File: src/rtl/comparator_conditioner.sv
// Comparator front end: 2-FF synchronisers, per-channel persistence filters, glitch counter,
// sync ordering checker and (with COMP_COND_WATCHDOG_EN defined) a sync-loss watchdog.
module comparator_conditioner #(
  parameter int unsigned FILT_LEN   = 4,
  parameter int unsigned WD_TIMEOUT = 2000000,
  parameter int unsigned GCNT_W     = 16
) (
  input  logic              clk,
  input  logic              reset_n,
  input  logic              lsync_raw,
  input  logic              rsync_raw,
  input  logic              sig_raw,
  input  logic              glitch_clr,
  output logic              lsync,
  output logic              rsync,
  output logic              sig,
  output logic [GCNT_W-1:0] glitch_count,
  output logic              sync_lost,
  output logic              sync_seq_err,
  output logic [1:0]        seq_state
);

  // Channel index: 0 = left sync, 1 = right sync, 2 = groove signal.
  localparam logic [7:0]        FILT_LAST = 8'(FILT_LEN - 1);
  localparam logic [GCNT_W-1:0] GCNT_SAT  = '1;

  typedef enum logic [1:0] {
    ST_NONE   = 2'd0,
    ST_LAST_L = 2'd1,
    ST_LAST_R = 2'd2
  } seq_state_e;

  logic [2:0]        raw;
  logic [2:0]        sync1_q;
  logic [2:0]        sync2_q;
  logic [2:0]        filt_q, filt_d;
  logic [7:0]        cnt_q [3];
  logic [7:0]        cnt_d [3];
  logic [2:0]        glitch_ev;
  logic [1:0]        ev_sum;
  logic [GCNT_W+1:0] gsum;
  logic [GCNT_W-1:0] gcnt_q, gcnt_d;
  logic [1:0]        prev_q;
  logic              fall_l, fall_r;
  seq_state_e        state_q, state_d;
  logic              seq_err_q, seq_err_d;

  assign raw = {sig_raw, rsync_raw, lsync_raw};

  always_ff @(posedge clk or negedge reset_n) begin
    if (!reset_n) begin
      sync1_q <= '0;
      sync2_q <= '0;
      filt_q  <= '0;
      prev_q  <= '0;
      gcnt_q  <= '0;
      for (int i = 0; i < 3; i++) cnt_q[i] <= 8'd0;
    end else begin
      sync1_q <= raw;
      sync2_q <= sync1_q;
      filt_q  <= filt_d;
      prev_q  <= filt_q[1:0];
      gcnt_q  <= gcnt_d;
      for (int i = 0; i < 3; i++) cnt_q[i] <= cnt_d[i];
    end
  end

  // A level that disappears before the counter completes is a glitch.
  always_comb begin
    filt_d    = filt_q;
    glitch_ev = '0;
    for (int i = 0; i < 3; i++) begin
      cnt_d[i] = 8'd0;
      if (sync2_q[i] != filt_q[i]) begin
        if (cnt_q[i] == FILT_LAST) filt_d[i] = sync2_q[i];
        else                       cnt_d[i] = cnt_q[i] + 8'd1;
      end else begin
        glitch_ev[i] = (cnt_q[i] != 8'd0);
      end
    end
  end

  assign ev_sum = {1'b0, glitch_ev[0]} + {1'b0, glitch_ev[1]} + {1'b0, glitch_ev[2]};
  assign gsum   = {2'b00, gcnt_q} + (GCNT_W + 2)'(ev_sum);

  always_comb begin
    gcnt_d = gsum[GCNT_W-1:0];
    if (glitch_clr)                        gcnt_d = '0;
    else if (gsum > {2'b00, GCNT_SAT})     gcnt_d = GCNT_SAT;
  end

  assign fall_l = prev_q[0] & ~filt_q[0];
  assign fall_r = prev_q[1] & ~filt_q[1];

  always_ff @(posedge clk or negedge reset_n) begin
    if (!reset_n) begin
      state_q   <= ST_NONE;
      seq_err_q <= 1'b0;
    end else begin
      state_q   <= state_d;
      seq_err_q <= seq_err_d;
    end
  end

  // Simultaneous falls leave the state alone; the fault pulse still fires.
  always_comb begin
    state_d = state_q;
    if (fall_l && !fall_r)      state_d = ST_LAST_L;
    else if (fall_r && !fall_l) state_d = ST_LAST_R;
  end

  always_comb begin
    seq_err_d = (fall_l && fall_r)
             || (fall_l && state_q == ST_LAST_L)
             || (fall_r && state_q == ST_LAST_R);
  end

`ifdef COMP_COND_WATCHDOG_EN
  localparam logic [31:0] WD_LIMIT = 32'(WD_TIMEOUT);

  logic [31:0] wd_q, wd_d;
  logic        lost_q, lost_d;

  // A falling edge in the timeout cycle wins over setting the flag.
  always_comb begin
    wd_d   = (wd_q == WD_LIMIT) ? wd_q : wd_q + 32'd1;
    lost_d = lost_q;
    if (fall_l || fall_r) begin
      wd_d   = 32'd0;
      lost_d = 1'b0;
    end else if (wd_d == WD_LIMIT) begin
      lost_d = 1'b1;
    end
  end

  always_ff @(posedge clk or negedge reset_n) begin
    if (!reset_n) begin
      wd_q   <= 32'd0;
      lost_q <= 1'b0;
    end else begin
      wd_q   <= wd_d;
      lost_q <= lost_d;
    end
  end

  assign sync_lost = lost_q;
`else
  logic unused_wd;
  assign unused_wd = ^32'(WD_TIMEOUT);
  assign sync_lost = 1'b0;
`endif

  assign lsync        = filt_q[0];
  assign rsync        = filt_q[1];
  assign sig          = filt_q[2];
  assign glitch_count = gcnt_q;
  assign sync_seq_err = seq_err_q;
  assign seq_state    = state_q;

endmodule

File: config.mk
export PLATFORM = sky130hd
export DESIGN_NAME = comparator_conditioner
export DESIGN_NICKNAME = d
export VERILOG_FILES = /design/src/rtl/comparator_conditioner.sv
export SDC_FILE = /design/constraint.sdc
export NUM_CORES = 1
export LEC_CHECK = 0
export ABC_AREA = 1
export BUFFER_PORTS_ARGS = -buffer_cell sky130_fd_sc_hd__buf_2
export CAP_MARGIN = 20
export CORE_MARGIN = 4
export CORE_UTILIZATION = 50
export DETAILED_ROUTE_END_ITERATION = 16
export GPL_TIMING_DRIVEN = 1
export PLACE_DENSITY = 0.7
export REMOVE_ABC_BUFFERS = 1
export SYNTH_ARGS = -nofsm -noshare
export SYNTH_HDL_FRONTEND = slang
export SYNTH_SLANG_ARGS = --single-unit
File: constraint.sdc
create_clock -name clk -period 2.5 [get_ports clk]
set_input_delay 0.5 -clock clk [delete_from_list [all_inputs] [get_ports clk]]
set_output_delay 0.5 -clock clk [all_outputs]
set_load 0.02 [all_outputs]
==> summary by stage <==
Run status
The flow ran to the end, but the final reports show violations. The final reports fail on setup timing.

Detailed routing
The first TritonRoute pass finished after 4 iterations. For this run, design rule violations remaining after detail routing come to 0. The total number of vias is 2222.

The routed wirelength normalized by instance count is around 12 um. The number of routed nets with antenna violations is 0. Dividing the detail-routed via count by the number of cells gives roughly 4.9. The total wire length after detailed routing is roughly 5.3 mm. For this block, the initial DRC count from the detailed router was just over 40.

Global routing
The first global-routing pass estimated roughly 9.2 mm of wire. The overflow left after global routing is 0. Across every metal layer, demand over resource in global routing totals 17.8%. Entering global routing, the biggest net connects 35 pins. The initial antenna violation count is 0. The via count of the first global-routing pass is approximately 2200.

Min path
The worst min-delay path class is input port to asynchronous set/reset pin.

Worst setup path
STA puts the critical path data required time at approximately 2700 ps. In this run the worst path has a maximum fanout of 4. The data arrival at the endpoint of the critical path is 2780 ps. STA classifies the critical path endpoint as a flop. The worst setup path is of the flop to flop kind. STA classifies the critical path startpoint as a flop.

Pwr
The switching power of the nets is a little under 0.0009 W. The relative contribution of combinational cells to total power is between 30% and 40%. The internal power is 0.00167 W. Net switching is ~34% of the power. Dividing total power by cell area gives a power density of 754 mW/mm^2.

The share of total power dissipated in the clock network is between 20% and 30%. In this run the static leakage power is roughly 1.7 nW. The sum of internal, switching and leakage power is around 0.0026 W. VDD sags by at most 0.000410 V. Sequential cells account for 42.9% of the total power.

Layout
Summing all non-filler instances in the final layout gives an area of 0.00339 sq mm. The area overhead of the layout relative to synthesis is 22.6%. In the final design database the tool counted roughly 410 nets. The number of filler cells placed in the layout is 442. The fraction of final layout cells with drive strength greater than 1 is approximately a quarter. The number of diodes added for antenna fixing is 0.

Clocking
The clock-pin transition on the worst setup and hold timing paths is about 100 ps. The clock latency on the worst-skew pair is approximately 310 ps. The number of levels the H-tree was split into is 2. The CTS tree is done. The clock drives 54 sinks. CTS placed an instance of sky130_fd_sc_hd__clkbuf_8 at the clock tree root. After clock tree synthesis, the flow added hold-fix buffers numbering 0.

The number of CTS-inserted buffers is 5. The clock passes through at most 2 buffers.

Placed design
The placer congestion estimate is slightly above 0.8. Buffers placed on the I/O ports in this run total 27. The post-placement cell area is around 0.0032 sq mm. Detailed placement ended at an HPWL of 4.00 mm.

STA
The minimum period implied by the final worst setup slack is between 2000 and 3000 ps. On the final layout, the worst clock skew is between 8 and 9 ps. The worst setup margin is -87.3 ps.

Timing would allow up to 387 MHz. Setup total negative slack on the finished layout was measured at -326 ps. The worst max-slew margin expressed relative to the limit is between 40% and 50%. After layout, the worst path uses 103% of the clock period. Setup violations remaining at the end of the flow were counted as 10. The final-report hold violation count is 0.

The worst-margin pin slew is ~750 ps. Setup repair after global routing could not meet its margin everywhere. The number of max-slew violations in the final report is 0.

Die
The die is 82.3 um tall. The placeable core area is 0.00524 sq mm. The floorplan has 26 rows. The initial utilization of the core area, before any placement, comes to ~53%. The width of the die is 82.3 um. The area enclosed by the die boundary is a little under 0.007 sq mm.

The count of pins on the block boundary is 29.

Yosys
The average size of a mapped cell is 8.52 sq um. The cell count after synthesis is approximately 320. The mapped netlist covers about 0.0028 sq mm. The flip-flop and latch count after synthesis is 54. The cell taking the most area after synthesis is sky130_fd_sc_hd__dfrtp_1. In this run the biggest area consumer among cell types represents between 40% and 50% of the synthesized area. By area the synthesized netlist is led by sky130_fd_sc_hd__dfrtp_1 (49%), sky130_fd_sc_hd__nand2_1 (9.5%), sky130_fd_sc_hd__inv_1 (7.1%). The number of warnings printed during yosys synthesis is 0. Synthesis instantiated 28 different standard cells from the library. Summing the sequential cell areas from Yosys gives between 40% and 50% of the chip area.

Run
The max-cap check violation count is 0.
-- cell usage after synthesis, drive strengths merged --
library cell,number
fa,2
inv,52
a31oi,3
xor2,7
nand2,72
nand3,15
o21ai,15
xnor2,6
a21oi,17
nor2,45
nor3,7
conb,1
buf,3
o21a,2
nand4,11
dfrtp,54
o21bai,1
o31ai,1
ha,10
-- cell type report --
cell class	count	area, sq um	share of cell area, %
multi-input cells	215	1250	36.9
clock buffers	6	72.6	2.14
well taps	70	87.6	2.59
inverters	52	198	5.84
flip-flops and latches	54	1350	39.9
clock inverters	2	37.5	1.11
repair buffers	59	390	11.5
-- cell families after synthesis --
kind of cell	count (synthesis)	share of synthesized area, %
adder cells (fa/ha/maj)	12	5.98
XOR/XNOR	13	4.12
AND/OR/NAND/NOR	150	24.4
AO/OA/AOI/OAI	39	8.52
flip-flops	54	48.9
buffers and inverters	55	7.88
other	1	0.136
-- critical path, stage by stage, from the launching register on --
cell	delay, ps
sky130_fd_sc_hd__dfrtp_1	400
sky130_fd_sc_hd__inv_2	70
sky130_fd_sc_hd__nand4_1	150
sky130_fd_sc_hd__inv_2	110
sky130_fd_sc_hd__a31oi_4	80
sky130_fd_sc_hd__fa_1	530
sky130_fd_sc_hd__ha_2	190
sky130_fd_sc_hd__inv_2	40
sky130_fd_sc_hd__fa_2	360
sky130_fd_sc_hd__nor2_4	130
sky130_fd_sc_hd__buf_6	130
sky130_fd_sc_hd__nand2_2	50
sky130_fd_sc_hd__xor2_1	160
sky130_fd_sc_hd__a21oi_2	70
-- placed cells by master (no fill, tap or decap), types with 2 or more instances in the layout --
| cell type | n |
|---|---|
| sky130_fd_sc_hd__xnor2_1 | 6 |
| sky130_fd_sc_hd__nand2_4 | 2 |
| sky130_fd_sc_hd__nand4_1 | 10 |
| sky130_fd_sc_hd__nor3_1 | 6 |
| sky130_fd_sc_hd__xor2_1 | 6 |
| sky130_fd_sc_hd__o21a_1 | 2 |
| sky130_fd_sc_hd__nor2_1 | 41 |
| sky130_fd_sc_hd__o21ai_0 | 10 |
| sky130_fd_sc_hd__buf_4 | 28 |
| sky130_fd_sc_hd__a21oi_2 | 8 |
| sky130_fd_sc_hd__inv_1 | 47 |
| sky130_fd_sc_hd__a21oi_1 | 9 |
| sky130_fd_sc_hd__a31oi_1 | 2 |
| sky130_fd_sc_hd__nand2_2 | 2 |
| sky130_fd_sc_hd__o21ai_1 | 5 |
| sky130_fd_sc_hd__buf_2 | 27 |
| sky130_fd_sc_hd__buf_6 | 4 |
| sky130_fd_sc_hd__dfrtp_1 | 54 |
| sky130_fd_sc_hd__ha_1 | 9 |
| sky130_fd_sc_hd__clkbuf_8 | 5 |
| sky130_fd_sc_hd__nor2_4 | 3 |
| sky130_fd_sc_hd__nand3_1 | 13 |
| sky130_fd_sc_hd__inv_2 | 4 |
| sky130_fd_sc_hd__nand3_2 | 2 |
| sky130_fd_sc_hd__nand2_1 | 68 |
-- repair_timing --
item,CTS,global route
resized for setup,20,2
pin swaps,6,4
setup buffers,5,0
endpoints found under the setup margin,16,16
-- metal layers --
metal	global-route usage, %	share of wire [%]	vias to the layer above
met4	5.98	1.2	0
li1	-	-	1147
met1	22.6	46	1034
met2	30.3	49	36
met5	0	0	-
met3	3.69	4.0	5
-- state kept, by name (all words and copies together) (netlist names) --
name          flops
cnt_q            24
filt_q            3
glitch_count     16
prev_q            2
seq_state         2
sync1_q           3
sync2_q           3
sync_seq_err      1
-- power by group through the flow --
stage | logic, W | clock network, W | registers (W)
after floorplan | 0.000435 | 0 | 0.00118
after global placement | 0.000799 | 0 | 0.00111
after detailed placement | 0.000827 | 0 | 0.00111
after CTS | 0.000887 | 0.000603 | 0.00110
after global routing | 0.000993 | 0.000632 | 0.00111
final | 0.000873 | 0.000583 | 0.00110
-- metrics by stage --
| step | util, % | cells | hold slack [ps] | setup slack [ps] |
|---|---|---|---|---|
| final | 64.6 | 458 | 250 | -87.3 |
| after global routing | 64.6 | 458 | 277 | -198 |
| after CTS | 64.5 | 458 | 278 | -91.8 |
| after detailed placement | 60.4 | 445 | 335 | -235 |
| after global placement | 60.4 | 445 | 334 | -135 |
| after floorplan | - | 321 | 204 | -133 |
-- final timing paths --
check | slack, ps | to | from | depth (start not counted)
worst max-delay path | -90 | glitch_count[8] | cnt_q[21] | 13
min in group clk | 290 | sync1_q[0] | lsync_raw | 1
worst min-delay path | 250 | cnt_q[2] | reset_n | 1
max in group asynchronous | 1590 | prev_q[0] | reset_n | 2
worst min register to register | 360 | sync2_q[0] | sync1_q[0] | 0
worst max register to register | -90 | glitch_count[8] | cnt_q[21] | 13
Power figures use the tool's default switching activity.
